===== src/rtl/bp_regbank_pkg.sv =====
// Shared offsets, FSM states and address helper for the BytePipe register bridge.
package bp_regbank_pkg;

    localparam int OFS_BURST   = 0;
    localparam int OFS_FIFO_RD = 1;
    localparam int OFS_FLUSH   = 2;
    localparam int OFS_SEED    = 3;
    localparam int OFS_DEPTH   = 4;
    localparam int OFS_RW0     = 5;
    localparam int CHAN_STRIDE = 16;

    typedef enum logic [1:0] {IDLE, WDATA, RRESP} state_t;

    // Next burst address: offset advances, 15 wraps to the first RW offset, channel is kept.
    function automatic logic [6:0] next_addr(input logic [6:0] a);
        if (a[3:0] == 4'(CHAN_STRIDE - 1))
            next_addr = {a[6:4], 4'(OFS_RW0)};
        else
            next_addr = a + 7'd1;
    endfunction

endpackage


===== src/rtl/bp_regbank_fsm.sv =====
// Command/burst sequencer for bp_regbank. Define BP_REGBANK_AUTOINC_EN to advance the address during bursts.
module bp_regbank_fsm
    import bp_regbank_pkg::*;
(
    input  logic       i_clk,
    input  logic       i_arst_n,
    input  logic       i_cg,
    input  logic       i_cmd_acc,
    input  logic       i_wd_acc,
    input  logic       i_rsp_acc,
    input  logic [7:0] i_data,
    output state_t     o_state,
    output logic [6:0] o_addr,
    output logic [7:0] o_burst
);

    logic       wr;
    logic       bact;
    logic [6:0] addr_nx;

`ifdef BP_REGBANK_AUTOINC_EN
    assign addr_nx = next_addr(o_addr);
`else
    assign addr_nx = o_addr;
`endif

    always_ff @(posedge i_clk or negedge i_arst_n) begin
        if (!i_arst_n) begin
            o_state <= IDLE;
            o_addr  <= '0;
            o_burst <= '0;
            wr      <= 1'b0;
            bact    <= 1'b0;
        end else if (i_cg) begin
            case (o_state)
                IDLE: if (i_cmd_acc) begin
                    o_addr  <= i_data[6:0];
                    wr      <= i_data[7];
                    bact    <= (o_burst != 8'd0) && (i_data[6:0] != 7'd0);
                    o_state <= i_data[7] ? WDATA : RRESP;
                end
                WDATA: if (i_wd_acc) begin
                    if (o_addr == 7'(OFS_BURST))
                        o_burst <= i_data;
                    else if (bact)
                        o_burst <= o_burst - 8'd1;
                    o_state <= RRESP;
                end
                RRESP: if (i_rsp_acc) begin
                    // write bursts count on the data byte, read bursts on the response
                    if (!bact) begin
                        o_state <= IDLE;
                    end else if (wr) begin
                        if (o_burst != 8'd0) begin
                            o_addr  <= addr_nx;
                            o_state <= WDATA;
                        end else begin
                            o_state <= IDLE;
                        end
                    end else begin
                        o_burst <= o_burst - 8'd1;
                        if (o_burst == 8'd1)
                            o_state <= IDLE;
                        else
                            o_addr <= addr_nx;
                    end
                end
                default: o_state <= IDLE;
            endcase
        end
    end

endmodule


===== src/rtl/bp_regbank.sv =====
// BytePipe register bridge: per-channel RW regs, WO strobes, RO depth and fifo reads.
// Define BP_REGBANK_AUTOINC_EN for address auto-increment inside bursts.
module bp_regbank
    import bp_regbank_pkg::*;
#(
    parameter int N_CHAN     = 4,
    parameter int N_RW       = 8,
    parameter int RW_W       = 8,
    parameter int FIFO_DEPTH = 10
) (
    input  logic                          i_clk,
    input  logic                          i_arst_n,
    input  logic                          i_cg,
    input  logic [N_CHAN*8-1:0]           i_fifo_data,
    input  logic [N_CHAN-1:0]             i_fifo_empty,
    output logic [N_CHAN-1:0]             o_fifo_pop,
    output logic [N_CHAN-1:0]             o_fifo_flush,
    output logic [7:0]                    o_seed_byte,
    output logic [N_CHAN-1:0]             o_seed_valid,
    output logic [N_CHAN*N_RW*RW_W-1:0]   o_rw,
    output logic [N_CHAN*N_RW-1:0]        o_rw_wr,
    input  logic [7:0]                    i_bp_data,
    input  logic                          i_bp_valid,
    output logic                          o_bp_ready,
    output logic [7:0]                    o_bp_data,
    output logic                          o_bp_valid,
    input  logic                          i_bp_ready
);

    state_t     state;
    logic [6:0] addr;
    logic [7:0] burst;
    logic [2:0] chan;
    logic [3:0] ofs;
    logic       cmd_acc, wd_acc, rsp_acc;
    logic       sel_empty, stall;
    logic [7:0] rd;

    assign chan = addr[6:4];
    assign ofs  = addr[3:0];

    assign o_bp_ready  = i_cg && i_bp_ready && (state != RRESP);
    assign cmd_acc     = o_bp_ready && i_bp_valid && (state == IDLE);
    assign wd_acc      = o_bp_ready && i_bp_valid && (state == WDATA);
    assign rsp_acc     = i_cg && (state == RRESP) && o_bp_valid && i_bp_ready;
    assign o_seed_byte = i_bp_data;

    bp_regbank_fsm u_fsm (
        .i_clk     (i_clk),
        .i_arst_n  (i_arst_n),
        .i_cg      (i_cg),
        .i_cmd_acc (cmd_acc),
        .i_wd_acc  (wd_acc),
        .i_rsp_acc (rsp_acc),
        .i_data    (i_bp_data),
        .o_state   (state),
        .o_addr    (addr),
        .o_burst   (burst)
    );

    for (genvar c = 0; c < N_CHAN; c++) begin : g_chan
        logic hit;
        assign hit             = (chan == 3'(c));
        assign o_fifo_pop[c]   = rsp_acc && hit && (ofs == 4'(OFS_FIFO_RD));
        assign o_fifo_flush[c] = wd_acc && hit && (ofs == 4'(OFS_FLUSH));
        assign o_seed_valid[c] = wd_acc && hit && (ofs == 4'(OFS_SEED));

        for (genvar r = 0; r < N_RW; r++) begin : g_rw
            logic [RW_W-1:0] q;
            assign o_rw_wr[c*N_RW+r] = wd_acc && hit && (ofs == 4'(OFS_RW0 + r));
            assign o_rw[(c*N_RW+r)*RW_W +: RW_W] = q;

            always_ff @(posedge i_clk or negedge i_arst_n) begin
                if (!i_arst_n)
                    q <= '0;
                else if (o_rw_wr[c*N_RW+r])
                    q <= i_bp_data[RW_W-1:0];
            end
        end
    end

    // Out-of-range channels and unmapped offsets fall through to zero.
    always_comb begin
        rd        = '0;
        sel_empty = 1'b0;
        for (int c = 0; c < N_CHAN; c++) begin
            if (chan == 3'(c)) begin
                sel_empty = i_fifo_empty[c];
                if (ofs == 4'(OFS_FIFO_RD)) rd = i_fifo_data[c*8 +: 8];
                if (ofs == 4'(OFS_DEPTH))   rd = 8'(FIFO_DEPTH);
                for (int r = 0; r < N_RW; r++)
                    if (ofs == 4'(OFS_RW0 + r)) rd = 8'(o_rw[(c*N_RW+r)*RW_W +: RW_W]);
            end
        end
        if (addr == 7'(OFS_BURST)) rd = burst;
    end

    assign stall = (state == RRESP) && (ofs == 4'(OFS_FIFO_RD)) && sel_empty;

    always_ff @(posedge i_clk or negedge i_arst_n) begin
        if (!i_arst_n) begin
            o_bp_valid <= 1'b0;
            o_bp_data  <= '0;
        end else if (i_cg) begin
            if (state != RRESP || rsp_acc) begin
                o_bp_valid <= 1'b0;
            end else if (!o_bp_valid && !stall) begin
                o_bp_valid <= 1'b1;
                o_bp_data  <= rd;
            end
        end
    end

endmodule


===== config.mk =====
export PLATFORM = sky130hd
export DESIGN_NAME = bp_regbank
export DESIGN_NICKNAME = d
export VERILOG_FILES = /design/src/rtl/bp_regbank_pkg.sv /design/src/rtl/bp_regbank_fsm.sv /design/src/rtl/bp_regbank.sv
export SDC_FILE = /design/constraint.sdc
export NUM_CORES = 1
export LEC_CHECK = 0
export CAP_MARGIN = 15
export CORE_MARGIN = 3
export CORE_UTILIZATION = 30
export DETAILED_ROUTE_END_ITERATION = 16
export GPL_TIMING_DRIVEN = 1
export MAX_ROUTING_LAYER = met4
export SETUP_SLACK_MARGIN = 0.1
export SKIP_LAST_GASP = 1
export SLEW_MARGIN = 0
export SYNTH_ARGS = -nofsm -noshare
export SYNTH_HDL_FRONTEND = slang
export SYNTH_SLANG_ARGS = --single-unit
export TNS_END_PERCENT = 30

===== constraint.sdc =====
create_clock -name i_clk -period 3.4 [get_ports i_clk]
set_input_delay 0.34 -clock i_clk [delete_from_list [all_inputs] [get_ports i_clk]]
set_output_delay 0.34 -clock i_clk [all_outputs]
set_load 0.03 [all_outputs]

==> flow_metrics.env <==
export IMPL_ios=367
export IMPL_cts_made_buffers=35
export IMPL_synth_top_area_cell="dfrtp_1"
export IMPL_worstReg2RegEnd="o_bp_data[2]"
export IMPL_synth_common_cells="dfrtp_1 (284), mux2_2 (267), nand2_1 (93)"
export IMPL_synthFlopType="dfrtp_1"
export IMPL_holdCritPathClass="input pin to async pin"
export IMPL_worstPathCellList="buf_4, nand2b_1, buf_4, nor2_1, buf_4, nand2_1, inv_1, buf_12"
export IMPL_antenna_found_initial=0
export IMPL_syn_inst=1301
export IMPL_postSynthAreaPerCell_um2=11.2
export IMPL_cts_setup_buffers=0
export IMPL_area_growth_pct=42.2
export IMPL_gp_congestion=0.956
export IMPL_drt_pass1_iter_count=6
export IMPL_crit_family="buffers and inverters"
export IMPL_hold_viol=0
export IMPL_drive_gt1_share_pct=28.6
export IMPL_grt_max_degree=108
export IMPL_wirelength_um=71400
export IMPL_hpwlAfterDp_um=53600
export IMPL_synth_edf_count=0
export IMPL_holdWs_ns=0.471
export IMPL_cts_buffer_depth=3
export IMPL_dieHeight_um=227
export IMPL_drc=0
export IMPL_arrival_ns=2.88
export IMPL_finalCritPeriodShare_pct=94.7
export IMPL_required_ns=3.06
export IMPL_dieArea_um2=51300
export IMPL_synth_top_area_share_pct=48.7
export IMPL_p_leak_nw=9.56
export IMPL_io_buffers=366
export IMPL_cts_root_buf="clkbuf_16"
export IMPL_initialDrtViolationCount=1295
export IMPL_gr_usage_all_layers_pct=28.1
export IMPL_synthArstFlopShare_pct=100
export IMPL_core_area_um2=47800
export IMPL_status="finished clean"
export IMPL_routed_via_density=5.72
export IMPL_seq_area_frac_synth_pct=48.7
export IMPL_cts_tree="done"
export IMPL_min_period_ns=3.22
export IMPL_antenna_cells=0
export IMPL_cts_max_level=2
export IMPL_clock_skew_ns=0.0160
export IMPL_drv_slew=0
export IMPL_worstMarginPinSlew_ns=0.976
export IMPL_cts_sinks=284
export IMPL_ant_nets=0
export IMPL_relSlewSlack_pct=34.9
export IMPL_synth_distinct_cells=81
export IMPL_rsz0062_at_grt="yes"
export IMPL_synth_area_leaders="dfrtp_1 (49%), mux2_2 (21%), o21ai_0 (3.0%)"
export IMPL_cpMaxStageDelayCell="dfrtp_4"
export IMPL_wl_per_cell_um=30.2
export IMPL_endpoint_kind="output pin"
export IMPL_clk_latency_ns=0.55
export IMPL_yosysMostFrequentCell="dfrtp_1"
export IMPL_initial_utilization_pct=30.5
export IMPL_grt_overflow=0
export IMPL_grt_pass1_wl_um=101000
export IMPL_clk_pin_slew_ns=0.06
export IMPL_cp_max_fo=29
export IMPL_vias=13500
export IMPL_rows=80
export IMPL_yosysWarnings=0
export IMPL_cpPeakStageDelay_ns=0.70
export IMPL_start_kind="flop"
export IMPL_grt_pass1_vias=13700
export IMPL_path_class="flop to output pin"
export IMPL_reg2regPathDepth=10
export IMPL_cap_violations=0
export IMPL_finalSetupViolCount=0
export IMPL_die_x_um=227
export IMPL_timing_rr_start="u_fsm.o_addr[0]"
export IMPL_r2r_slack_ns=0.51
export IMPL_fin_nets=1776
export IMPL_powerDensity_nw_per_um2=739
export IMPL_max_freq_ghz=0.311
export IMPL_final_setup_tns_ns=0
export IMPL_irDropWorstVdd_v=0.000307
export IMPL_ys_ff_latch=284
export IMPL_cp_common_cell="buf_4"
export IMPL_syn_num_nets=1352
export IMPL_syn_area_um2=14600
export IMPL_critPathBufInv=5
-- worst register-to-register path, delay by kind of cell (launching register included) --
kind / cells / cell delay [ns]
AOI/OAI and AO/OA: 4 / 0.83
buffers and inverters: 3 / 0.64
DFF: 1 / 0.53
and+or+nand+nor: 3 / 0.78
-- layout make-up --
cell class / count / area, um2
multi-input cells: 876 / 6790
fillers: 4578 / 27100
repair buffers: 487 / 4720
well taps: 615 / 769
clock buffers: 44 / 970
flip-flops and latches: 284 / 7110
inverters: 41 / 154
clock inverters: 17 / 228
-- cells in the final DEF (no fill, tap or decap), types with 35 or more instances in the layout --
master / synthesis / routed
clkdlybuf4s50_1: 0 / 333
dfrtp_1: 284 / 281
mux2_2: 267 / 267
buf_4: 21 / 134
nand2_1: 93 / 93
o21ai_0: 86 / 86
nor2_1: 72 / 72
a21oi_1: 65 / 65
inv_1: 41 / 41
clkbuf_16: 0 / 35
-- cell families (layout without fill, tap and decap cells) --
logic type | Yosys count | in the layout | synth area share, %
AOI/OAI and AO/OA | 310 | 310 | 14.0
muxes | 302 | 302 | 23.1
DFF | 284 | 284 | 48.7
and+or+nand+nor | 261 | 261 | 9.05
buffers and inverters | 141 | 589 | 4.85
adders and majority gates | 2 | 2 | 0.172
xor gates and xnor gates | 1 | 1 | 0.0601
-- through the flow --
step | utilization [%] | setup WS, ns | cells | area [um2] | total power [W]
2_1_floorplan | - | 1.18 | 1301 | 14600 | 0.00814
3_3_place_gp | 40.8 | 0.510 | 2302 | 19500 | 0.0112
3_5_place_dp | 40.8 | 0.490 | 2302 | 19500 | 0.0112
4_1_cts | 43.3 | 0.104 | 2364 | 20700 | 0.0152
5_1_grt | 43.4 | 0.0838 | 2364 | 20700 | 0.0158
6_report | 43.4 | 0.180 | 2364 | 20700 | 0.0153
-- metal layers --
metal | part of all wire (%) | GRT usage (%) | vias up
li1 | - | - | 5625
met1 | 42 | 37.4 | 6875
met2 | 45 | 42.1 | 845
met3 | 8.8 | 5.97 | 169
met4 | 4.2 | 10.9 | 0
met5 | 0 | - | -
-- repair_timing --
item,in CTS,in global routing
hold buffers,1,0
endpoints found under the setup margin,0,5
gates resized for setup,0,1
hold endpoints to repair,102,0
-- worst max-delay path by stage --
stage / from / slack, ns / to / cells after the start
global route: u_fsm.o_addr[1] / 0.08 / o_rw_wr[4] / 8
floorplan: u_fsm.o_state[1] / 1.18 / u_fsm.o_addr[1] / 7
detailed placement: i_cg / 0.49 / g_chan[0].g_rw[3].q[0] / 8
global placement: i_cg / 0.51 / g_chan[0].g_rw[3].q[3] / 8
finish: u_fsm.o_addr[1] / 0.18 / o_rw_wr[28] / 8
CTS: u_fsm.o_addr[3] / 0.10 / o_fifo_pop[2] / 5
-- flip-flops by register name, summed over array words and instances, names as in the netlist --
name,flops
g_chan.g_rw.q,256
o_bp_data,8
u_fsm.o_burst,8
u_fsm.o_addr,7
u_fsm.o_state,2
o_bp_valid,1
u_fsm.bact,1
u_fsm.wr,1
-- power by group --
group	switching [W]	internal, W	total, W
clock	0.00155	0.00241	0.00396
sequential	0.000791	0.00389	0.00468
combinational	0.00411	0.00256	0.00668
No activity file was read; power rests on OpenSTA's default activity.
